$ cat src/rtl/div_unit.sv
// rtl/div_unit.sv - iterative radix-2 restoring divider, RISC-V DIV/DIVU/REM/REMU
`timescale 1ns/1ps
module div_unit #(
  parameter int XLEN = 32
) (
  input  logic            clk,
  input  logic            rst,
  input  logic            in_valid,
  output logic            in_ready,
  input  logic [1:0]      in_op,
  input  logic [XLEN-1:0] in_a,
  input  logic [XLEN-1:0] in_b,
  input  logic            flush,
  output logic            out_valid,
  input  logic            out_ready,
  output logic [XLEN-1:0] out_result
);

  localparam int CW = $clog2(XLEN) + 1;
  localparam logic [XLEN-1:0] MIN_VAL = {1'b1, {(XLEN-1){1'b0}}};

  typedef enum logic [1:0] {S_IDLE, S_BUSY, S_DONE} state_t;

  state_t          r_state;
  state_t          w_state_nxt;

  logic [XLEN:0]   r_rem;
  logic [XLEN-1:0] r_quo;
  logic [XLEN-1:0] r_div;
  logic [CW-1:0]   r_cnt;
  logic            r_is_rem;
  logic            r_neg_q;
  logic            r_neg_r;
  logic [XLEN-1:0] r_result;

  // Request decode, valid only while IDLE
  logic            w_signed;
  logic            w_div_zero;
  logic            w_ovf;
  logic            w_special;
  logic [XLEN-1:0] w_special_res;
  logic            w_a_neg;
  logic            w_b_neg;
  logic [XLEN-1:0] w_a_mag;
  logic [XLEN-1:0] w_b_mag;

  assign w_signed   = ~in_op[0];
  assign w_div_zero = (in_b == '0);
  assign w_ovf      = w_signed && (in_a == MIN_VAL) && (in_b == '1);
  assign w_special  = w_div_zero || w_ovf;
  assign w_a_neg    = w_signed & in_a[XLEN-1];
  assign w_b_neg    = w_signed & in_b[XLEN-1];
  assign w_a_mag    = w_a_neg ? (~in_a + 1'b1) : in_a;
  assign w_b_mag    = w_b_neg ? (~in_b + 1'b1) : in_b;

  always_comb begin
    w_special_res = '0;
    if (w_div_zero) begin
      w_special_res = in_op[1] ? in_a : '1;
    end else if (w_ovf) begin
      w_special_res = in_op[1] ? '0 : in_a;
    end
  end

  // One restoring step: shift in the next dividend bit, trial-subtract the divisor
  logic [XLEN+1:0] w_rem_shift;
  logic [XLEN+1:0] w_diff;
  logic            w_q_bit;
  logic [XLEN:0]   w_rem_nxt;
  logic [XLEN-1:0] w_quo_nxt;
  logic            w_last;
  logic [XLEN-1:0] w_q_fix;
  logic [XLEN-1:0] w_r_fix;
  logic [XLEN-1:0] w_final;

  assign w_rem_shift = {r_rem, r_quo[XLEN-1]};
  assign w_diff      = w_rem_shift - {2'b00, r_div};
  assign w_q_bit     = ~w_diff[XLEN+1];
  assign w_rem_nxt   = w_q_bit ? w_diff[XLEN:0] : w_rem_shift[XLEN:0];
  assign w_quo_nxt   = {r_quo[XLEN-2:0], w_q_bit};
  assign w_last      = (r_cnt == CW'(XLEN - 1));
  assign w_q_fix     = r_neg_q ? (~w_quo_nxt + 1'b1) : w_quo_nxt;
  assign w_r_fix     = r_neg_r ? (~w_rem_nxt[XLEN-1:0] + 1'b1) : w_rem_nxt[XLEN-1:0];
  assign w_final     = r_is_rem ? w_r_fix : w_q_fix;

  assign in_ready   = (r_state == S_IDLE);
  assign out_valid  = (r_state == S_DONE);
  assign out_result = r_result;

  always_ff @(posedge clk or posedge rst) begin
    if (rst) begin
      r_state <= S_IDLE;
    end else begin
      r_state <= w_state_nxt;
    end
  end

  always_comb begin
    w_state_nxt = r_state;
    if (flush) begin
      w_state_nxt = S_IDLE;
    end else begin
      case (r_state)
        S_IDLE: if (in_valid) w_state_nxt = w_special ? S_DONE : S_BUSY;
        S_BUSY: if (w_last) w_state_nxt = S_DONE;
        S_DONE: if (out_ready) w_state_nxt = S_IDLE;
        default: w_state_nxt = S_IDLE;
      endcase
    end
  end

  always_ff @(posedge clk or posedge rst) begin
    if (rst) begin
      r_rem    <= '0;
      r_quo    <= '0;
      r_div    <= '0;
      r_cnt    <= '0;
      r_is_rem <= 1'b0;
      r_neg_q  <= 1'b0;
      r_neg_r  <= 1'b0;
      r_result <= '0;
    end else if (flush) begin
      r_cnt    <= '0;
      r_result <= '0;
    end else begin
      case (r_state)
        S_IDLE: begin
          if (in_valid) begin
            r_is_rem <= in_op[1];
            r_neg_q  <= w_a_neg ^ w_b_neg;
            r_neg_r  <= w_a_neg;
            r_rem    <= '0;
            r_quo    <= w_a_mag;
            r_div    <= w_b_mag;
            r_cnt    <= '0;
            if (w_special) r_result <= w_special_res;
          end
        end
        S_BUSY: begin
          r_rem <= w_rem_nxt;
          r_quo <= w_quo_nxt;
          r_cnt <= r_cnt + CW'(1);
          if (w_last) r_result <= w_final;
        end
        S_DONE: begin
          if (out_ready) r_result <= '0;
        end
        default: r_result <= '0;
      endcase
    end
  end

endmodule

$ cat config.mk
export PLATFORM = sky130hd
export DESIGN_NAME = div_unit
export DESIGN_NICKNAME = d
export VERILOG_FILES = /design/src/rtl/div_unit.sv
export SDC_FILE = /design/constraint.sdc
export NUM_CORES = 1
export LEC_CHECK = 0
export CAP_MARGIN = 5
export CORE_AREA = 2 2 118 177
export DETAILED_ROUTE_END_ITERATION = 16
export DIE_AREA = 0 0 120 179
export PLACE_DENSITY_LB_ADDON = 0.2
export SETUP_SLACK_MARGIN = 0.5
export SLEW_MARGIN = 20
export SYNTH_ARGS = -nofsm -noshare
export SYNTH_HDL_FRONTEND = slang
export SYNTH_SLANG_ARGS = --single-unit
$ cat constraint.sdc
create_clock -name clk -period 10.19 [get_ports clk]
set_clock_uncertainty 0.2 [all_clocks]
set_input_delay 3.057 -clock clk [delete_from_list [all_inputs] [get_ports clk]]
set_output_delay 3.057 -clock clk [all_outputs]
set_load 0.03 [all_outputs]
# ---- After elaboration in Yosys (flattened, before gate mapping)
# Cells that the tools add are included.
dict set report totals {
  wordCells 76
  input_bits 71
  output_inout_bits 34
  ff_bits 140
}
dict set report classes {
  bitwise_logic 10
  eq_ne 10
  n_mux 29
  reduce_logical 12
  n_addsub 6
}
# operator n
set ops {}
lappend ops {{2-to-1 mux 32 bit} 15}
lappend ops {{adder 32 x 1 -> 32 bit, second input constant} 4}
lappend ops {{inverter 32 bit} 4}
lappend ops {{case mux 32 bit (3 select lines)} 1}
lappend ops {{2-to-1 mux 33 bit} 2}
lappend ops {{case mux 33 bit (2 select lines)} 1}
lappend ops {{== test 32 bit, second input constant} 2}
lappend ops {{case mux 32 bit (2 select lines)} 1}
lappend ops {{subtractor 34 x 32 -> 34 bit} 1}
lappend ops {{zero test 32 bit} 1}
lappend ops {{2-to-1 mux 6 bit} 2}
lappend ops {{case mux 6 bit (2 select lines)} 1}
lappend ops {{2-to-1 mux 2 bit} 5}
lappend ops {{AND reduction 3 bit} 3}
lappend ops {{adder 6 x 1 -> 6 bit, second input constant} 1}
lappend ops {{== test 6 x 5 -> 1 bit, second input constant} 1}
lappend ops {{inequality test 3 x 2 -> 1 bit, second input constant} 2}
lappend ops {{case mux 2 bit (3 select lines)} 1}
lappend ops {{AND reduction 4 bit} 1}
lappend ops {{inequality test 3 x 1 -> 1 bit, second input constant} 1}
lappend ops {{inequality test 3 bit, second input constant} 1}
lappend ops {{inverter 1 bit} 3}
lappend ops {{nonzero test 3 bit} 1}
lappend ops {{bitwise AND 1 bit} 2}
lappend ops {{other kinds (9)} 10}

# ---- Longest topological paths before layout
# Gate-level depths: netlist (run 1).
dict set report logic_depth {
  word_depth 9
  depth_mapped 22
}

# ---- Worst setup path after synthesis (run 1)
# OpenSTA, ideal clock, no wires.
dict set report synth_path {
  kind {input -> register}
  from {in in_a[6]}
  to {reg r_result[17], in the netlist out_result[17]}
  path_slack_ns 3.807
  stages 12
  required_time_ns 9.907
  t_arrival_ns 6.100
  path_buffers 1
  path_cell_list {or4_1 nor4_1 nor4b_2 nand3_1 nor4_1 nor2_1 a2111o_1 or2_1 clkbuf_1 o21ai_0 a21oi_1 o21ai_0}
}
dict set report synth_via {
  elab_chain_len 9
  word_cells_on_any_way 12
}
# item line_no
set synth_rtl {}
lappend synth_rtl {{start, declared} 11} ;# input logic [XLEN-1:0] in_a,
lappend synth_rtl {{== test 32 bit *} 49} ;# assign w_ovf = w_signed && (in_a == MIN_VAL) && (in_b == '1);
lappend synth_rtl {{logical AND 1 bit * (2 in series)} 49}
lappend synth_rtl {{2-to-1 mux 32 bit} 60} ;# end else if (w_ovf) begin
lappend synth_rtl {{2-to-1 mux 32 bit} 58} ;# if (w_div_zero) begin
lappend synth_rtl {{2-to-1 mux 32 bit} 136} ;# if (w_special) r_result <= w_special_res;
lappend synth_rtl {{2-to-1 mux 32 bit} 128} ;# if (in_valid) begin
lappend synth_rtl {{case mux 32 bit (3 select lines)} 126} ;# case (r_state)
lappend synth_rtl {{2-to-1 mux 32 bit} 122} ;# end else if (flush) begin
lappend synth_rtl {{end signal, assigned} 136}
lappend synth_rtl {{end signal, assigned} 143} ;# if (w_last) r_result <= w_final;
lappend synth_rtl {{end, declared} 34} ;# logic [XLEN-1:0] r_result;
# Every way passes the cells marked *; elsewhere a longest branch is shown, timed or not. The select of a mux whose other input is x is not followed.
# A chain may end at the register's enable or synchronous reset.

# ---- Worst setup path after layout (run 1)
dict set report layout_path {
  from {in in_a[6]}
  to {reg r_result[29], in the netlist out_result[29]}
}
# The elaborated chain is that of the path after synthesis.

==> impl_results.md, run 1 <==
- Worst Min Path Start: r_div[4]$_DFFE_PP0P_
- Die Footprint: about 0.021 mm²
- Tmin final: ~7.3 ns
- IO Port Bufs: ~100
- Hold Crit Class: flip-flop to flip-flop
- LEAKAGE: 5.546 nW
- CP Max Fanout: 22
- Share of total power in the clock network: around 14%
- CP startpoint: in_a[6]
- Post-CTS resize count: 0
- Multi-input logic area: slightly below 0.008 mm²
- RSZ-0062 raised after global routing: no
- Max-cap violations: 0
- Comb power frac: about two thirds
- Post-synthesis mux area share: under 10%
- Library cells used by synthesis: 76
- Initial antenna violation count: 0
- Post-Synth Simple-Gate Area: between 20% and 30%
- Worst r2r src: r_rem[18]$_DFFE_PP0P_
- CP Capture Type: flip-flop
- Post-Synth Adder-Cell Area: between 4 and 5%
- Slew margin rel.: 24.05%
- DIE WIDTH: between 100 and 150 µm
- Crit path kind: input port to flip-flop
- Avg WL per Cell: just under 20 µm
- Post-Route WL: around 37000 µm
- DRT iter0 DRCs: 1153
- Xor/xnor share of the synthesized area: approximately a tenth
- VDD IR max: around 0.00018 V
- Clk Latency, worst-skew pair: about 0.43 ns
- Via/cell ratio: roughly 6.4
- Most frequent cells after synthesis: 206 x o21ai_0, 184 x nand2_1, 173 x nor2_1, 140 x dfrtp_1, 139 x a21oi_1
- Switch share: between 50% and 60%
- Fmax: roughly 140 MHz
- CP delay by family, top: simple AND/OR/NAND/NOR gates
- Synth Area in Compound Gates: between 20% and 30%
- Core area: 0.02010 mm²
- Final core utilization: between 60% and 70%
- Vias: roughly 12000
- Synth top area cells: dfrtp_1 30%, o21ai_0 8.7%, a21oi_1 5.9%, nand2_1 5.9%, xnor2_1 5.8%
- Seq/Total Area, Yosys: slightly below 30%
- Largest net degree at the start of global routing: 74
- Post-DP HPWL: roughly 27000 µm
- Antenna cells: 0
- Row cnt: 64
- Setup bufs post-CTS: 0
- Vias in the first global route: ~12000
- Root buffer cell: clkbuf_16
- R2r setup slk: roughly 4 ns
- Final setup TNS: 0 ns
- Filler Cell Count: around 1800
- Initial Utilization: 58.64%
- Area Overhead vs Synth: 15.02%
- Die height: roughly 180 µm
- Grt ovf: 0
- Main combinational cell family by area after synthesis: compound AO/OA/AOI/OAI gates
- Status: completed
- Async set or reset register ratio after synthesis: 100.0%
- Number of H-tree levels: 4
- Leading cell type by number of instances after synthesis: o21ai_0
- Setup-failing EPs final: 0
- Final period util: between 70% and 80%
- Req. time, crit path: around 10 ns
- Endpoints failing hold: 0
- Clk pin slew, worst setup/hold paths: 0.06 ns
- Gpl congestion: about 0.94
- Cell taking the most area after synthesis: dfrtp_1
- Seq cells post-synth: 140
- EDFF count, synth: 0
- Syn Nets: approximately 1700
- CTS tree: yes
- GRT Resource Usage Total: around a third
- DRC errors left: 0
- CP max-delay cell: or4_1
- Total internal power: around 2.3 mW
- Seq pwr share: between 20% and 30%
- CP bufs+invs: 1
- Psw: between 2 and 3 mW
- Max-slew violation count: 0
- Detailed Routing Iterations Pass 1: 6
- Cells along the critical path: clkdlybuf4s50_1, or4_1, nor4_1, nor4b_2, nand3_1, nor4_1, nor2_1, a2111o_1, or2_1, o21ai_0, a21oi_1, o21ai_0
- Num ports: about 110
- Sequential Area: 0.003503 mm²
- CP Launch Type: input port
- Max incr delay on CP: about 0.64 ns
- Sink Count: 140
- Share of the synthesized area in the top cell type: between 20 and 30%
- WP data arrival: around 7.5 ns
- Syn_area_per_cell: about 7.5 µm²
- Final net count: between 1500 and 2000
- YS warnings: 0
- Final antenna-violating net count: 0
- Longest Clk Path Bufs: 2
- Mapped cell area: about 0.012 mm²
- Power per cell area: 360.3 mW/mm²
- First-pass GRT wire length: 58530 µm
- Slew at the pin with the worst max-slew slack: 1.139 ns
- Hold Buf Count CTS: 0
- Synthesized instance count: roughly 1600
- TritonCTS Buffers: 17
- Most used DFF post-synth: dfrtp_1
- Layout cells sized above 1: 4.308%
-- logic make-up after synthesis --
family / after synthesis
AOI/OAI and AO/OA: 524
xor gates and xnor gates: 135
adders and majority gates: 39
buffers and inverters: 147
DFF: 140
muxes: 29
and+or+nand+nor: 550
-- final timing paths --
kind / endpoint / depth (start not counted)
max in group asynchronous: r_quo[25]$_DFFE_PP0P_ / 3
setup reg to reg: out_result[26]$_DFFE_PP0P_ / 18
min in group asynchronous: r_div[3]$_DFFE_PP0P_ / 2
hold reg to reg: r_div[4]$_DFFE_PP0P_ / 2
setup / recovery: out_result[29]$_DFFE_PP0P_ / 12
hold / removal: r_div[4]$_DFFE_PP0P_ / 2
-- flip-flops by register name, summed over array words and instances, names as in the netlist --
name        cells
r_state         2
r_cnt           6
r_neg_r         1
r_is_rem        1
r_neg_q         1
r_quo          32
r_div          32
out_result     32
r_rem          33
-- routing by layer --
layer	vias to the layer above	wire [µm]	global-route usage (%)	share of wire, %
li1	5714	-	-	-
met3	137	2204	4.835	6.0
met4	0	1994	20.54	5.5
met2	546	18190	59.94	50
met5	-	0	0	0
met1	5675	14170	39.44	39
-- worst reg2reg max path: stages, from the launching register on --
cell      delay, ns
dfrtp_1        0.45
ha_1           0.49
nand2_1        0.21
o21ai_0        0.51
a211oi_1       0.19
o211a_1        0.31
a21oi_2        0.60
nor2_4         0.07
buf_4          0.33
inv_1          0.15
buf_4          0.36
nor2_1         0.08
a21oi_1        0.34
ha_1           0.30
o21ai_1        0.20
or4_4          0.66
o41ai_2        0.37
xnor2_1        0.19
o221ai_1       0.15
-- stage by stage --
stage | total power, mW | std cells | cell area [µm²] | setup slack (ns) | hold slack, ns
2_1_floorplan | 3.293 | 1564 | 11790 | 3.180 | 0.2498
3_3_place_gp | 4.051 | 1857 | 12920 | 2.628 | 0.2615
3_5_place_dp | 4.111 | 1857 | 12920 | 2.540 | 0.2661
4_1_cts | 4.809 | 1889 | 13560 | 2.961 | 0.2798
5_1_grt | 5.243 | 1889 | 13560 | 2.496 | 0.3094
6_report | 4.885 | 1889 | 13560 | 2.849 | 0.2740
-- cell type report --
type / instances / area share [%]
Clock inverter: 11 / 1.218
Sequential cell: 140 / 25.84
Timing Repair Buffer: 117 / 8.399
Clock buffer: 21 / 3.470
Tap cell: 264 / 2.437
Inverter: 59 / 1.671
Multi-Input combinational cell: 1277 / 56.96
-- power groups by stage --
stage / Sequential [mW] / Combinational (mW) / Clock (mW)
6_report: 0.987 / 3.22 / 0.679
5_1_grt: 1.01 / 3.53 / 0.700
4_1_cts: 0.978 / 3.15 / 0.681
3_5_place_dp: 0.984 / 3.13 / 0
3_3_place_gp: 0.978 / 3.07 / 0
2_1_floorplan: 0.915 / 2.38 / 0
-- cells in the final DEF, fill, tap and decap left out, types with 5 or more instances in the layout --
cell type	count
inv_1	58
o221ai_1	9
xnor2_1	78
dfrtp_1	140
clkbuf_16	17
nand2_1	184
a21oi_1	139
ha_1	38
o21a_1	9
o41ai_1	14
a31oi_1	17
a21o_1	12
xor2_1	57
or4_1	13
nor2_1	172
o21ai_0	206
nand3_1	20
and3_1	11
nor3_1	33
mux2i_1	24
mux2_2	5
clkdlybuf4s50_1	104
or3_1	19
o211ai_1	15
and2_1	12
nor2b_1	7
o31ai_1	28
nand2b_1	10
a22oi_1	8
nor4_1	23
a22o_1	6
a211oi_1	12
nand4_1	20
buf_4	13
a311oi_1	5
Power figures use the tool's default switching activity.
==> run 2: changes to the inputs <==
--- a/config.mk
+++ b/config.mk
@@ -6,9 +6,9 @@
 export NUM_CORES = 1
 export LEC_CHECK = 0
 export CAP_MARGIN = 5
-export CORE_AREA = 2 2 118 177
+export CORE_AREA = 2 2 124 186
 export DETAILED_ROUTE_END_ITERATION = 16
-export DIE_AREA = 0 0 120 179
+export DIE_AREA = 0 0 126 188
 export PLACE_DENSITY_LB_ADDON = 0.2
 export SETUP_SLACK_MARGIN = 0.5
 export SLEW_MARGIN = 20
==> constraint.sdc (replaced) <==
create_clock -name clk -period 6.4 [get_ports clk]
set_clock_uncertainty 0.2 [all_clocks]
set_input_delay 1.92 -clock clk [delete_from_list [all_inputs] [get_ports clk]]
set_output_delay 1.92 -clock clk [all_outputs]
set_load 0.03 [all_outputs]
==> run 2 against run 1 <==
  * Sequential power up 61%
  * Critical endpoint is now out_result[17]$_DFFE_PP0P_
  * Core utilization down 5.7 points
  * Die area up 10%
  * Largest cell class unchanged
  * Critical path type unchanged
  * Highest routed layer unchanged
  * Worst hold slack better by 0.0033 ns
  * Clock power up 53%
==> impl_results.md, run 2 (synthesized netlist as in run 1, its figures left out) <==
- Number of H-tree levels: 4
- Clk pin slew, worst setup/hold paths: 0.06 ns
- Cells along the critical path: clkdlybuf4s50_1, or4_1, nor4_2, nor4b_2, buf_4, nand3_1, nor4_1, nor2_1, a2111o_1, or2_2, o21ai_0, a21oi_1, o21ai_0
- Max-cap violations: 0
- Final antenna-violating net count: 0
- LEAKAGE: 5.627 nW
- Die height: ~190 µm
- Status: completed
- Initial Utilization: between 50% and 60%
- Via/cell ratio: roughly 6.3
- Antenna cells: 0
- CP Launch Type: input port
- First-pass GRT wire length: 59250 µm
- Post-CTS resize count: 0
- Initial antenna violation count: 0
- Setup bufs post-CTS: 0
- Area Overhead vs Synth: 16.03%
- Most frequent CP cell: o21ai_0
- Layout cells sized above 1: 5.305%
- Placed Cells incl. Taps: between 1500 and 2000
- CP bufs+invs: 2
- Filler Cell Count: ~2000
- Slew margin rel.: about 28%
- Most frequent cells in the layout: 206 x o21ai_0, 184 x nand2_1, 172 x nor2_1
- Tmin final: 5.536 ns
- Root buffer cell: clkbuf_16
- Longest Clk Path Bufs: 2
- DRC errors left: 0
- CP Capture Type: flip-flop
- Max-slew violation count: 0
- Largest net degree at the start of global routing: 71
- DIE WIDTH: between 100 and 150 µm
- IO Port Bufs: roughly 100
- Slew at the pin with the worst max-slew slack: 1.078 ns
- Hold Buf Count CTS: 0
- Worst hold margin: 0.2774 ns
- Final period util: between 80 and 90%
- GRT Resource Usage Total: between 30 and 40%
- Top reg by flops: r_rem
- Post-DP HPWL: around 28000 µm
- Clk Latency, worst-skew pair: 0.44 ns
- Final setup TNS: 0 ns
- Avg WL per Cell: approximately 19 µm
- Req. time, crit path: between 6 and 7 ns
- Post-Route WL: about 37000 µm
- WP data arrival: ~5.7 ns
- CP max-delay cell: or4_1
- TritonCTS Buffers: 17
- Gpl congestion: 0.9204
- Grt ovf: 0
- Sink Count: between 100 and 150
- Endpoints failing hold: 0
- Power per cell area: approximately 570 mW/mm²
- CTS tree: yes
- Num ports: roughly 110
- Max incr delay on CP: between 0.6 and 0.7 ns
- CP Max Fanout: 22
- RSZ-0062 raised after global routing: no
- Die Footprint: between 0.02 and 0.025 mm²
- Vias: around 12000
- Commonest non-fill, non-tap cell in the layout: o21ai_0
- Setup-failing EPs final: 0
- Row cnt: 67
- Final net count: roughly 1700
- Final core utilization: between 60% and 70%
- Hold Crit Class: flip-flop to flip-flop
- Max FFs per register: 33
- Core area: about 0.022 mm²
- Vias in the first global route: roughly 12000
- CP delay by family, top: simple AND/OR/NAND/NOR gates
- VDD IR max: between 0.0002 and 0.0003 V
- Detailed Routing Iterations Pass 1: 5
- Crit path kind: input port to flip-flop
- DRT iter0 DRCs: ~1100
- Fin cells: around 1900
- Fmax: ~180 MHz
run 2: worst register-to-register path, stage by stage, from the launching register on:
cell and delay (ns):
dfrtp_1 0.46, ha_1 0.51, nand2_1 0.20, o21ai_0 0.52, a211oi_1 0.19, o211ai_1 0.42, nor3_2 0.13, nor2_4 0.18
inv_1 0.12, buf_4 0.26, a21oi_1 0.29, ha_1 0.28, o21ai_1 0.21, or4_4 0.66, o41ai_2 0.36, xnor2_1 0.19
o221ai_1 0.15
run 2: metal layers:
| layer | share of wire, % | global-route usage (%) | up-vias |
|---|---|---|---|
| li1 | - | - | 5773 |
| met1 | 39 | 36.42 | 5754 |
| met2 | 51 | 54.51 | 502 |
| met3 | 5.7 | 4.108 | 108 |
| met4 | 5.1 | 16.31 | 0 |
| met5 | 0 | 0 | - |
run 2: final cells by class:
cell class	count	area [µm²]	area share, %
multi-input combinational	1277	7729	56.51
sequential	140	3503	25.62
timing repair buffer	132	1264	9.241
clock buffer	19	442.9	3.239
tap	276	345.3	2.525
inverter	59	226.5	1.656
clock inverter	13	165.2	1.208
run 2: final timing paths:
kind                                              end                  start  cells after the start  slack [ns]
max in group asynchronous  out_result[13]$_DFFE_PP0P_                    rst                      3        3.26
max                        out_result[17]$_DFFE_PP0P_                in_a[7]                     13        0.86
max reg2reg                out_result[26]$_DFFE_PP0P_  r_rem[18]$_DFFE_PP0P_                     16        0.94
min                              r_div[6]$_DFFE_PP0P_   r_div[6]$_DFFE_PP0P_                      2        0.28
min reg2reg                      r_div[6]$_DFFE_PP0P_   r_div[6]$_DFFE_PP0P_                      2        0.28
min in group asynchronous        r_rem[4]$_DFFE_PP0P_                    rst                      2        1.75
run 2: power by group:
| part | internal [mW] | leakage (nW) | switching (mW) |
|---|---|---|---|
| registers | 1.18 | 1.82 | 0.412 |
| logic | 1.88 | 3.51 | 3.23 |
| clock network | 0.625 | 0.298 | 0.414 |
run 2: per-stage QoR:
| stage | total power [mW] | cell area, µm² | worst slack (ns) |
|---|---|---|---|
| 6_report | 7.749 | 13680 | 0.8640 |
| 3_3_place_gp | 6.474 | 13060 | 0.3368 |
| 2_1_floorplan | 5.243 | 11790 | 0.5271 |
| 3_5_place_dp | 6.570 | 13060 | 0.2513 |
| 4_1_cts | 7.642 | 13670 | 0.6754 |
| 5_1_grt | 8.324 | 13680 | 0.5551 |
==> run 3: changes to the inputs <==
--- a/config.mk
+++ b/config.mk
@@ -7,6 +7,7 @@
 export LEC_CHECK = 0
 export CAP_MARGIN = 5
 export CORE_AREA = 2 2 124 186
+export CTS_CLUSTER_DIAMETER = 50
 export DETAILED_ROUTE_END_ITERATION = 16
 export DIE_AREA = 0 0 126 188
 export PLACE_DENSITY_LB_ADDON = 0.2
==> results of run 3 <==
The final DEF is identical to that of run 2; final timing and power are the same.
